--- config.mk ---
export PLATFORM = sky130hd
export DESIGN_NAME = peer_link
export DESIGN_NICKNAME = d
export VERILOG_FILES = /design/src/rtl/peer_link.sv
export SDC_FILE = /design/constraint.sdc
export NUM_CORES = 1
export LEC_CHECK = 0
export BUFFER_PORTS_ARGS = -buffer_cell sky130_fd_sc_hd__buf_4
export CORE_UTILIZATION = 35
export CTS_BUF_LIST = sky130_fd_sc_hd__clkbuf_8
export DETAILED_ROUTE_END_ITERATION = 12
export SKIP_LAST_GASP = 1
export SYNTH_ARGS = -nofsm -noshare
export SYNTH_HDL_FRONTEND = slang
export SYNTH_SLANG_ARGS = --single-unit
--- constraint.sdc ---
create_clock -name clk -period 7 [get_ports clk]
set_clock_uncertainty 0.1 [all_clocks]
set_input_delay 2.1 -clock clk [delete_from_list [all_inputs] [get_ports clk]]
set_output_delay 2.1 -clock clk [all_outputs]
set_load 0.005 [all_outputs]
--- src/rtl/peer_link.sv ---
// Inter-board link front end: synchronizes and filters the three peer wires,
// derives edge pulses, drives the connect heartbeat and tracks peer presence.
module peer_link #(
  parameter int SYNC_STAGES    = 2,
  parameter int FILTER_CYCLES  = 16,
  parameter int HB_HALF        = 50_000,
  parameter int TIMEOUT_CYCLES = 200_000
) (
  input  logic clk,
  input  logic rst,
  input  logic local_connect,
  input  logic local_start,
  input  logic local_finish,
  input  logic receive_connect,
  input  logic receive_start,
  input  logic receive_game_finish,
  output logic send_connect,
  output logic send_start,
  output logic send_game_finish,
  output logic peer_present,
  output logic peer_lost,
  output logic peer_start,
  output logic peer_start_rise,
  output logic peer_finish,
  output logic peer_finish_rise
);

  localparam int FC_W = (FILTER_CYCLES > 1) ? $clog2(FILTER_CYCLES) : 1;
  localparam int HB_W = (HB_HALF > 1) ? $clog2(HB_HALF) : 1;
  localparam int TO_W = (TIMEOUT_CYCLES > 1) ? $clog2(TIMEOUT_CYCLES) : 1;

  localparam logic [FC_W-1:0] FC_LAST = FC_W'(FILTER_CYCLES - 1);
  localparam logic [HB_W-1:0] HB_LAST = HB_W'(HB_HALF - 1);
  localparam logic [TO_W-1:0] TO_LAST = TO_W'(TIMEOUT_CYCLES - 1);
  localparam logic [FC_W-1:0] FC_ZERO = {FC_W{1'b0}};
  localparam logic [HB_W-1:0] HB_ZERO = {HB_W{1'b0}};
  localparam logic [TO_W-1:0] TO_ZERO = {TO_W{1'b0}};

  typedef enum logic [0:0] {
    ST_IDLE    = 1'b0,
    ST_PRESENT = 1'b1
  } wd_state_e;

  // Channel index: 0 = connect, 1 = start, 2 = finish.
  logic [2:0]             raw_s;
  logic [SYNC_STAGES-1:0] sync_r [3];
  logic [2:0]             sync_s;
  logic [FC_W-1:0]        cnt_r [3];
  logic [FC_W-1:0]        cnt_nx_s [3];
  logic [2:0]             flt_r;
  logic [2:0]             flt_nx_s;
  logic [1:0]             rise_r;
  logic                   hb_edge_r;

  logic [HB_W-1:0]        hb_cnt_r;
  logic                   send_connect_r;
  logic                   send_start_r;
  logic                   send_game_finish_r;

  wd_state_e              state_r;
  wd_state_e              state_nx_s;
  logic [TO_W-1:0]        t_r;
  logic [TO_W-1:0]        t_nx_s;
  logic                   lost_nx_s;
  logic                   peer_present_r;
  logic                   peer_lost_r;

  assign raw_s = {receive_game_finish, receive_start, receive_connect};

  // Select the last stage of each synchronizer chain.
  always_comb begin
    sync_s = 3'b000;
    for (int i = 0; i < 3; i++) begin
      sync_s[i] = sync_r[i][SYNC_STAGES-1];
    end
  end

  // Stability filter: the level only follows after FILTER_CYCLES agreeing samples.
  always_comb begin
    flt_nx_s = flt_r;
    for (int i = 0; i < 3; i++) begin
      cnt_nx_s[i] = FC_ZERO;
      if (sync_s[i] == flt_r[i]) begin
        cnt_nx_s[i] = FC_ZERO;
      end else if (cnt_r[i] == FC_LAST) begin
        flt_nx_s[i] = sync_s[i];
        cnt_nx_s[i] = FC_ZERO;
      end else begin
        cnt_nx_s[i] = cnt_r[i] + FC_W'(1);
      end
    end
  end

  // Synchronizer chains, filter state and edge strobes coincident with the level change.
  always_ff @(posedge clk or posedge rst) begin
    if (rst) begin
      for (int i = 0; i < 3; i++) begin
        sync_r[i] <= {SYNC_STAGES{1'b0}};
        cnt_r[i]  <= FC_ZERO;
      end
      flt_r     <= 3'b000;
      rise_r    <= 2'b00;
      hb_edge_r <= 1'b0;
    end else begin
      for (int i = 0; i < 3; i++) begin
        sync_r[i] <= {sync_r[i][SYNC_STAGES-2:0], raw_s[i]};
        cnt_r[i]  <= cnt_nx_s[i];
      end
      flt_r     <= flt_nx_s;
      rise_r    <= flt_nx_s[2:1] & ~flt_r[2:1];
      hb_edge_r <= flt_nx_s[0] ^ flt_r[0];
    end
  end

  // Heartbeat square wave, parked low while no connection is requested.
  always_ff @(posedge clk or posedge rst) begin
    if (rst) begin
      hb_cnt_r       <= HB_ZERO;
      send_connect_r <= 1'b0;
    end else if (!local_connect) begin
      hb_cnt_r       <= HB_ZERO;
      send_connect_r <= 1'b0;
    end else if (hb_cnt_r == HB_LAST) begin
      hb_cnt_r       <= HB_ZERO;
      send_connect_r <= ~send_connect_r;
    end else begin
      hb_cnt_r       <= hb_cnt_r + HB_W'(1);
      send_connect_r <= send_connect_r;
    end
  end

  // One-stage mirrors of the local levels toward the peer.
  always_ff @(posedge clk or posedge rst) begin
    if (rst) begin
      send_start_r       <= 1'b0;
      send_game_finish_r <= 1'b0;
    end else begin
      send_start_r       <= local_start;
      send_game_finish_r <= local_finish;
    end
  end

  // Watchdog state and timer register.
  always_ff @(posedge clk or posedge rst) begin
    if (rst) begin
      state_r <= ST_IDLE;
      t_r     <= TO_ZERO;
    end else begin
      state_r <= state_nx_s;
      t_r     <= t_nx_s;
    end
  end

  // Watchdog next state; a heartbeat edge on the timeout cycle keeps the peer present.
  always_comb begin
    state_nx_s = state_r;
    t_nx_s     = TO_ZERO;
    lost_nx_s  = 1'b0;
    case (state_r)
      ST_IDLE: begin
        if (hb_edge_r) begin
          state_nx_s = ST_PRESENT;
        end else begin
          state_nx_s = ST_IDLE;
        end
      end
      ST_PRESENT: begin
        if (hb_edge_r) begin
          t_nx_s = TO_ZERO;
        end else if (t_r == TO_LAST) begin
          state_nx_s = ST_IDLE;
          lost_nx_s  = 1'b1;
        end else begin
          t_nx_s = t_r + TO_W'(1);
        end
      end
      default: begin
        state_nx_s = ST_IDLE;
      end
    endcase
  end

  // Watchdog outputs, registered so they change on the same edge as the state.
  always_ff @(posedge clk or posedge rst) begin
    if (rst) begin
      peer_present_r <= 1'b0;
      peer_lost_r    <= 1'b0;
    end else begin
      peer_present_r <= (state_nx_s == ST_PRESENT);
      peer_lost_r    <= lost_nx_s;
    end
  end

  assign send_connect     = send_connect_r;
  assign send_start       = send_start_r;
  assign send_game_finish = send_game_finish_r;
  assign peer_present     = peer_present_r;
  assign peer_lost        = peer_lost_r;
  assign peer_start       = flt_r[1];
  assign peer_start_rise  = rise_r[0];
  assign peer_finish      = flt_r[2];
  assign peer_finish_rise = rise_r[1];

endmodule

==> impl_results.md, run 1 <==
* Post-route cell area at 3190 um2
* M1 WL at around 2300 um
* Peak supply drop at 0.000131 V
* Pins Over Slew Limit at 0
* Seq pwr share at 53.8%
* Sequential-to-total area share from yosys stat at 56.9%
* Seq. cell area at around 1600 um2
* CTS clk-pin slew, worst paths at 0.08 ns
* Final core utilization at between 40% and 50%
* Routed wire per std cell at approximately 12 um
* Pre-antenna DRT Iters at 4
* Highest metal used: met4
* Period utilisation layout at between 40% and 50%
* GRT Resource Usage Total at 12.9%
* Mean Syn Cell Area at 11.0 um2
* Multi-input gate area at approximately 1100 um2
* Syn Nets at between 200 and 300
* Fin crit period at 3.10 ns
* Mapped cell area at roughly 2800 um2
* First-pass GRT wire length at 8340 um
* Critical Path RT at ~4.8 ns
* Vias in the first global route at about 1800
* GRT Residual Overflow at 0
* Max Cap Viol at 0
* Max Root-Sink Buffers at 2
* Die ar. at 8280 um2
* Worst Setup End Kind: primary output
* Sw Ratio at a little under a quarter
* Hold/Removal Path Class: register to register
* Row count at 32
* Max_slew headroom at around half
* Via/cell ratio at 4.90
* Initial Util at approximately 36%
* Layout cells sized above 1 at roughly 14%
* Yosys reg bits at 63
* Core area at 7690 um2
* CTS Hold Buffers Added at 0
* Clk_lat worst skew at between 0.3 and 0.4 ns
* Routed length on met3 at roughly 120 um
* Root buf cell: clkbuf_8
* Int Power at roughly 540 uW
* Largest net degree at the start of global routing at 64
* Synth cell types at 34
* Die Height at roughly 90 um
* Inserted Diodes at 0
* Boundary Pins at 17
* CP max stage delay at about 0.42 ns
* Routed Antenna Nets at 0
* Nets@finish at 287
* Max Fclk at around 320 MHz
* Synth warnings at 0
* Pwr dens at between 200 and 250 nW/um2
* Metal2 WL at 2170 um
* Setup_tns at 0 ns
* Worst-Margin Slew at around 0.76 ns
* Psw at approximately 160 uW
* Most common cell after layout, fill and taps aside: dfrtp_1
* Dpl cells at approximately 370
* DRC at 0
* Unrepaired setup endpoints after global routing: no
* Finished Layout Cells at around 380
* Vias at approximately 1900
* Final Hold Fails at 0
* Initial antenna violation count at 0
* Clock power frac at a little over two fifths
* Max H-tree Level at 3
* TritonCTS clock tree: yes
* Fill cell count at 757
* Post-CTS setup buffers at 0
* Data arrival time of the worst path at around 0.9 ns
* Iter 0 DRT Violations at a little over 50
* CTS resizes at 0
* Status: complete, no violations
* Crit-path slowest cell: dfrtp_1
* Dpl cell area at about 3000 um2
* Final number of setup-violating endpoints at 0
* DP Wirelength at around 3100 um
* Die width at approximately 91 um
* Number of buffers added on ports at 16
* Routability cong. at between 0.7 and 0.8
* CTS Buf Count at 9
* Syn-to-layout area delta at 15.1%
* Synthesized instance count at 251
* Commonest non-fill, non-tap cells in the layout: dfrtp_1, nor2_1, xnor2_1
* Pwr Total at ~700 uW
* CP Buf/Inv Count at 1
* Comb power frac at under 10%
* Delay-heaviest family, CP: flip-flops
* Ordered cell list for the critical path: buf_4
* Routed WL at approximately 4700 um
* Leak pwr at 0.00134 uW
* Clock sink count at between 60 and 70
* Worst Setup Start Kind: register
* Largest fanout on the critical path at 4
* Class of the most critical setup path: register to primary output
[registers in the layout (all words and copies together), names as in the netlist, 2 cells and up]
name,cells
hb_cnt_r,16
t_r,18
cnt_r,12
flt_r,3
sync_r,6
rise_r,2
[layout make-up]
type	instances	area share, %
sequential	63	49.4
multi-input combinational	175	35.7
timing repair buffer	17	4.00
tap	102	4.00
clock buffer	9	3.88
clock inverter	7	2.04
inverter	8	0.941
[cell usage after synthesis, drive strengths merged]
| cell | count | share of area, % |
|---|---|---|
| a21o | 1 | 0.27 |
| a21oi | 8 | 1.4 |
| and2 | 2 | 0.45 |
| and3 | 6 | 1.4 |
| and4 | 3 | 0.95 |
| and4bb | 1 | 0.45 |
| buf | 5 | 0.90 |
| dfrtp | 63 | 57 |
| ha | 5 | 2.3 |
| inv | 8 | 1.1 |
| mux2 | 3 | 1.2 |
| mux2i | 1 | 0.36 |
| nand2 | 9 | 1.2 |
| nand3 | 13 | 2.3 |
| nand4 | 13 | 3.2 |
| nand4b | 3 | 0.95 |
| nor2 | 36 | 4.9 |
| nor2b | 4 | 0.90 |
| nor3 | 7 | 1.4 |
| nor3b | 6 | 1.6 |
| nor4 | 6 | 1.4 |
| nor4b | 2 | 0.63 |
| nor4bb | 2 | 0.72 |
| o21ai | 6 | 1.2 |
| o41ai | 1 | 0.32 |
| or2 | 1 | 0.23 |
| or3 | 1 | 0.23 |
| or4b | 1 | 0.36 |
| xnor2 | 25 | 7.9 |
| xor2 | 9 | 2.8 |
[power groups by stage]
| stage | Sequential (uW) | Combinational (uW) | Clock (uW) |
|---|---|---|---|
| finish | 378 | 24.7 | 300 |
| global route | 379 | 28.7 | 325 |
| CTS | 378 | 25.9 | 308 |
| detailed placement | 385 | 25.7 | 0 |
| global placement | 385 | 25.0 | 0 |
| floorplan | 384 | 16.7 | 0 |
[logic make-up (layout without fill, tap and decap cells)]
group / count (synthesis) / count (layout) / synth area share (%)
AO/OA/AOI/OAI: 16 / 16 / 3.25
AND/OR/NAND/NOR: 116 / 116 / 23.3
multiplexers: 4 / 4 / 1.58
flip-flops: 63 / 63 / 56.9
adder cells (fa/ha/maj): 5 / 5 / 2.26
XOR/XNOR: 34 / 34 / 10.7
buffers and inverters: 13 / 41 / 1.99
[routing by layer]
metal  vias to the layer above  track usage, %
met5                         -               0
met4                         0            8.73
met3                        12            3.10
met2                        27            19.5
met1                       908            16.3
li1                        920               -
[path summary, 6_finish.rpt]
kind / endpoint / slack (ns) / startpoint / cells after the start
min in group asynchronous: cnt_r[9] / 1.89 / rst / 3
min: sync_r[1] / 0.25 / sync_r[0] / 0
max in group asynchronous: cnt_r[3] / 4.42 / rst / 3
max reg2reg: t_r[8] / 5.03 / t_r[0] / 5
max: peer_start / 3.90 / flt_r[1] / 1
min reg2reg: sync_r[1] / 0.25 / sync_r[0] / 0
[per-stage QoR]
stage          setup WS [ns]  hold slack, ns
2_1_floorplan           3.23           0.231
3_3_place_gp            3.98           0.234
3_5_place_dp            3.99           0.237
4_1_cts                 3.88           0.254
5_1_grt                 3.85           0.260
6_report                3.90           0.251
Note: power is estimated with default switching activity, not from simulation.
==> run 2: changes to the inputs <==
Clock period 7 ns to 3.2 ns, I/O delays scaled along.
==> impl_results.md, run 2 (same netlist as run 1, synthesis figures left out) <==
* Status: complete, no violations (unchanged)
* Die ar. at 8280 um2 (unchanged)
* Leak pwr at 0.00135 uW (was 0.00134 uW)
* Initial antenna violation count at 0 (unchanged)
* Max_slew headroom at 57.1% (was 49.5%)
* TritonCTS clock tree: yes (unchanged)
* Reg2Reg Setup Slack at 1.26 ns (was 5.03 ns)
* Routed Antenna Nets at 0 (unchanged)
* Critical Path RT at 2.14 ns (was 4.80 ns)
* DP Wirelength at 3150 um (was 3100 um)
* Routed WL at 4550 um (was 4710 um)
* GRT Resource Usage Total at 12.4% (was 12.9%)
* Data arrival time of the worst path at 0.91 ns (was 0.90 ns)
* Max reg flops at 18 (unchanged)
* Class of the most critical setup path: register to primary output (unchanged)
* Root buf cell: clkbuf_8 (unchanged)
* CP endpoint: peer_finish (was peer_start)
* Inserted Diodes at 0 (unchanged)
* CTS clk-pin slew, worst paths at 0.07 ns (was 0.08 ns)
* Initial Util at 36.1% (unchanged)
* Number of buffers added on ports at 16 (unchanged)
* Hold Slack at 0.252 ns (was 0.251 ns)
* FF-to-FF End: t_r[5] (was t_r[8])
* Unrepaired setup endpoints after global routing: no (unchanged)
* Die Height at 91.0 um (unchanged)
* Worst path depth at 1 (unchanged)
* Setup_tns at 0 ns (unchanged)
* Crit-path slowest cell: dfrtp_1 (unchanged)
* Max H-tree Level at 3 (unchanged)
* GRT Residual Overflow at 0 (unchanged)
* Seq pwr share at 49.9% (was 53.8%)
* Final number of setup-violating endpoints at 0 (unchanged)
* Max Fclk at 508 MHz
* Int Power at 1300 uW (was 544 uW)
* Vias at 1873 (was 1867)
* Pre-antenna DRT Iters at 4 (unchanged)
* Pins Over Slew Limit at 0 (unchanged)
* Largest fanout on the critical path at 4 (unchanged)
* Delay-heaviest family, CP: flip-flops (unchanged)
* Final Hold Fails at 0 (unchanged)
* Iter 0 DRT Violations at 46 (was 51)
* Ordered cell list for the critical path: buf_4 (unchanged)
* Most common cell after layout, fill and taps aside: dfrtp_1 (unchanged)
* Max Root-Sink Buffers at 2 (unchanged)
* Syn-to-layout area delta at 16.9% (was 15.1%)
* Worst Setup End Kind: primary output (unchanged)
* Largest regs: t_r (18), hb_cnt_r (16), cnt_r (12) (unchanged)
* Largest net degree at the start of global routing at 30 (was 64)
* Clk_lat worst skew at 0.34 ns (was 0.33 ns)
* CTS Hold Buffers Added at 0 (unchanged)
* Routed wire per std cell at 11.9 um (was 12.4 um)
* Worst Setup Start Kind: register (unchanged)
* Psw at 359 uW (was 159 uW)
* Worst-Margin Slew at 0.643 ns (was 0.757 ns)
* Fin crit period at roughly 2.0 ns
* Peak supply drop at 0.000229 V (was 0.000131 V)
* Fill cell count at 756 (was 757)
* Post-CTS setup buffers at 0 (unchanged)
* Max Cap Viol at 0 (unchanged)
* Worst r2r path cells at 5 (unchanged)
* CTS Buf Count at 9 (unchanged)
* Core area at 7690 um2 (unchanged)
* Comb power frac at 3.3% (was 3.5%)
* Clock sink count at 63 (unchanged)
* Period utilisation layout at between 60% and 70%
* Crit path from: flt_r[2] (was flt_r[1])
* Layout cells sized above 1 at 15.0% (was 14.3%)
* Clock power frac at 46.8% (was 42.7%)
* First-pass GRT wire length at 8110 um (was 8340 um)
* CP max stage delay at 0.42 ns (about the same)
* CTS resizes at 0 (unchanged)
* DRC at 0 (unchanged)
* Die width at 91.0 um (unchanged)
* RR Startpoint: t_r[0] (unchanged)
* Pwr dens at 512 nW/um2 (was 220 nW/um2)
* Hold/Removal Path Class: register to register (unchanged)
* Via/cell ratio at 4.90 (about the same)
* Routability cong. at 0.778 (was 0.728)
* CP Buf/Inv Count at 1 (unchanged)
* Vias in the first global route at 1866 (was 1817)
* Commonest non-fill, non-tap cells in the layout: dfrtp_1, nor2_1, xnor2_1 (unchanged)
* Nets@finish at 288 (was 287)
* Largest Register: t_r (unchanged)
* Sw Ratio at 21.7% (was 22.6%)
* Boundary Pins at 17 (unchanged)
* Row count at 32 (unchanged)
[run 2: changes by cell type in the layout (fill, tap and decap cells not counted)]
cell,previous run,this run
clkinv_2,3,0
inv_1,8,7
buf_4,17,18
clkbuf_8,9,10
inv_6,0,1
clkinvlp_4,1,2
bufinv_16,1,2
[run 2: stage by stage]
stage	cell area, um2	total power (uW)	worst slack, ns	util [%]	instances
6_report	3240	1660	1.23	42.1	382
5_1_grt	3240	1730	1.11	42.1	382
4_1_cts	3240	1680	1.21	42.1	382
3_5_place_dp	3010	900	1.25	39.1	366
3_3_place_gp	3010	898	1.23	39.1	366
2_1_floorplan	2770	877	0.570	-	251
[run 2: layout make-up]
class / count / area (um2) / area share [%]
inverter: 8 / 30.0 / 0.927
multi-input combinational: 175 / 1140 / 35.2
tap: 102 / 128 / 3.94
timing repair buffer: 18 / 135 / 4.17
clock inverter: 6 / 92.6 / 2.86
clock buffer: 10 / 138 / 4.25
sequential: 63 / 1580 / 48.7
[run 2: how the worst min path moves through the flow]
stage / startpoint / endpoint / slack [ns] / cells past startpoint
6_report: sync_r[4] / sync_r[5] / 0.25 / 0
3_5_place_dp: sync_r[4] / sync_r[5] / 0.24 / 0
5_1_grt: sync_r[4] / sync_r[5] / 0.27 / 0
2_1_floorplan: sync_r[0] / sync_r[1] / 0.23 / 0
4_1_cts: sync_r[4] / sync_r[5] / 0.26 / 0
3_3_place_gp: sync_r[0] / sync_r[1] / 0.24 / 0
[run 2: metal layers]
metal / GRT usage (%) / vias to the layer above / wire (um)
met1: 15.8 / 906 / 2220
met2: 19.0 / 27 / 2070
met5: 0 / - / 0
li1: - / 929 / -
met4: 5.95 / 0 / 88
met3: 4.10 / 11 / 175
[run 2: power groups by stage]
stage          logic [uW]  registers [uW]  clock network, uW
6_report             55.2             828                776
5_1_grt              65.9             831                834
4_1_cts              57.2             828                798
3_5_place_dp         56.6             843                  0
3_3_place_gp         55.8             842                  0
2_1_floorplan        36.6             840                  0
==> run 3: changes to the inputs <==
Clock period 3.2 ns to 1.9 ns, I/O delays scaled along.
==> impl_results.md, run 3 (same netlist as run 1, synthesis figures left out) <==
* Worst Setup Start Kind: register (unchanged)
* Max_slew headroom at 72.0% (was 57.1%)
* Layout cells sized above 1 at 17.1% (was 15.0%)
* GRT Resource Usage Total at 13.5% (was 12.4%)
* Dpl ws at 0.172 ns (was 1.25 ns)
* Pins Over Slew Limit at 0 (unchanged)
* Root buf cell: clkbuf_8 (unchanged)
* Max reg flops at 18 (unchanged)
* Peak supply drop at 0.000401 V (was 0.000229 V)
* First-pass GRT wire length at 8700 um (was 8110 um)
* Int Power at 2150 uW (was 1300 uW)
* Most common cell after layout, fill and taps aside: dfrtp_1 (unchanged)
* Clk_lat worst skew at 0.34 ns (about the same)
* Pwr dens at 835 nW/um2 (was 512 nW/um2)
* TritonCTS clock tree: yes (unchanged)
* Pwr Total at 2760 uW (was 1660 uW)
* Sw Ratio at 22.1% (was 21.7%)
* RR Startpoint: t_r[0] (unchanged)
* Die Height at 91.0 um (unchanged)
* Critical Path RT at 2.04 ns (was 2.14 ns)
* Worst Setup End Kind: register (was primary output)
* Met2 Usage GRT at 19.6% (was 19.0%)
* Initial Util at 36.1% (unchanged)
* Number of buffers added on ports at 16 (unchanged)
* Class of the most critical setup path: register to register (was register to primary output)
* Pre-antenna DRT Iters at 4 (unchanged)
* Max Root-Sink Buffers at 2 (unchanged)
* Worst r2r path cells at 5 (unchanged)
* GR peak layer: met2 (unchanged)
* CTS Buf Count at 9 (unchanged)
* Worst-Margin Slew at 0.419 ns (was 0.643 ns)
* DP Wirelength at 3400 um (was 3150 um)
* Final number of setup-violating endpoints at 0 (unchanged)
* Vias at 1883 (was 1873)
* Data arrival time of the worst path at 1.84 ns (was 0.91 ns)
* Routed wire per std cell at 12.6 um (was 11.9 um)
* Routed Antenna Nets at 0 (unchanged)
* Boundary Pins at 17 (unchanged)
* Comb power frac at 3.7% (was 3.3%)
* Via/cell ratio at 4.84 (was 4.90)
* Hold Slack at 0.127 ns (was 0.252 ns)
* Largest fanout on the critical path at 5 (was 4)
* Post-CTS setup buffers at 0 (unchanged)
* Commonest non-fill, non-tap cells in the layout: dfrtp_1, nor2_1, xnor2_1 (unchanged)
* Initial antenna violation count at 0 (unchanged)
* Row count at 32 (unchanged)
* Routed WL at 4890 um (was 4550 um)
* CTS resizes at 0 (unchanged)
* Largest Register: t_r (unchanged)
* Iter 0 DRT Violations at 66 (was 46)
* Unrepaired setup endpoints after global routing: no (unchanged)
* Met3 usage at 4.36% (was 4.10%)
* Die width at 91.0 um (unchanged)
* Core area at 7690 um2 (unchanged)
* GRT Residual Overflow at 0 (unchanged)
* Routability cong. at 0.826 (was 0.778)
* Leak pwr at 0.00139 uW (was 0.00135 uW)
* Period utilisation layout at 89.9%
* Status: complete, no violations (unchanged)
* Inserted Diodes at 0 (unchanged)
* DRC at 0 (unchanged)
* Vias in the first global route at 1878 (was 1866)
* Clock sink count at 63 (unchanged)
* Fin crit period at roughly 1.7 ns
* CTS Hold Buffers Added at 0 (unchanged)
* Met1 usage at 18.3% (was 15.8%)
* Fin worst setup slack at 0.192 ns (was 1.23 ns)
* Final Hold Fails at 0 (unchanged)
* Seq pwr share at 50.6% (was 49.9%)
* Max Cap Viol at 0 (unchanged)
* Clock power frac at 45.7% (was 46.8%)
* Reg2Reg Setup Slack at 0.19 ns (was 1.26 ns)
* Nets@finish at 295 (was 288)
* Setup_tns at 0 ns (unchanged)
* Largest net degree at the start of global routing at 27 (was 30)
* FF-to-FF End: t_r[17] (was t_r[5])
* Syn-to-layout area delta at 19.1% (was 16.9%)
* CTS clk-pin slew, worst paths at 0.07 ns (about the same)
* Die ar. at 8280 um2 (unchanged)
* Hold/Removal Path Class: input port to asynchronous set/reset pin (was register to register)
* Max H-tree Level at 3 (unchanged)
* Max Fclk at a little under 600 MHz
* Psw at 610 uW (was 359 uW)
* Largest regs: t_r (18), hb_cnt_r (16), cnt_r (12) (unchanged)
-- run 3: cell types whose count changed in the layout (fill, tap and decap cells not counted) --
cell / delta
inv_6: -1
clkbuf_8: -1
inv_2: -1
buf_12: +2
clkinv_4: -1
buf_4: +5
clkinv_2: +4
-- run 3: final cells by class --
type	count	area, um2
sequential	63	1580
inverter	8	33.8
timing repair buffer	25	213
tap	102	128
multi-input combinational	175	1140
clock inverter	7	87.6
clock buffer	9	124
fill	744	4390
-- run 3: worst max-delay path, cell delays in order, from the launching register on --
cell	delay [ns]
dfrtp_1	0.41
ha_1	0.24
and4_1	0.26
nand3_1	0.11
or2_1	0.29
and4_1	0.19
-- run 3: worst max-delay path by stage --
stage,from,end,slack (ns),cells after the start
2_1_floorplan,t_r[0],t_r[10],0.25,6
3_3_place_gp,hb_cnt_r[0],hb_cnt_r[15],0.19,6
3_5_place_dp,hb_cnt_r[0],hb_cnt_r[15],0.17,6
4_1_cts,hb_cnt_r[0],hb_cnt_r[15],0.17,6
5_1_grt,hb_cnt_r[0],hb_cnt_r[13],0.003,6
6_report,t_r[0],t_r[17],0.19,5
-- run 3: power groups by stage --
stage / combinational, uW / sequential (uW) / clock (uW)
6_report: 103 / 1390 / 1260
5_1_grt: 123 / 1400 / 1370
4_1_cts: 108 / 1390 / 1290
3_5_place_dp: 107 / 1420 / 0
3_3_place_gp: 106 / 1420 / 0
2_1_floorplan: 62.1 / 1410 / 0
-- run 3: per-layer routing --
metal,wire length (um),vias to the layer above
met2,2290,28
met1,2390,912
met5,0,-
li1,-,938
met4,61,0
met3,157,5
-- run 3: through the flow --
stage | area (um2) | cells | utilization (%)
finish | 3300 | 389 | 43.0
global placement | 3090 | 373 | 40.2
global route | 3300 | 389 | 43.0
CTS | 3300 | 389 | 43.0
detailed placement | 3090 | 373 | 40.2
floorplan | 2780 | 251 | -
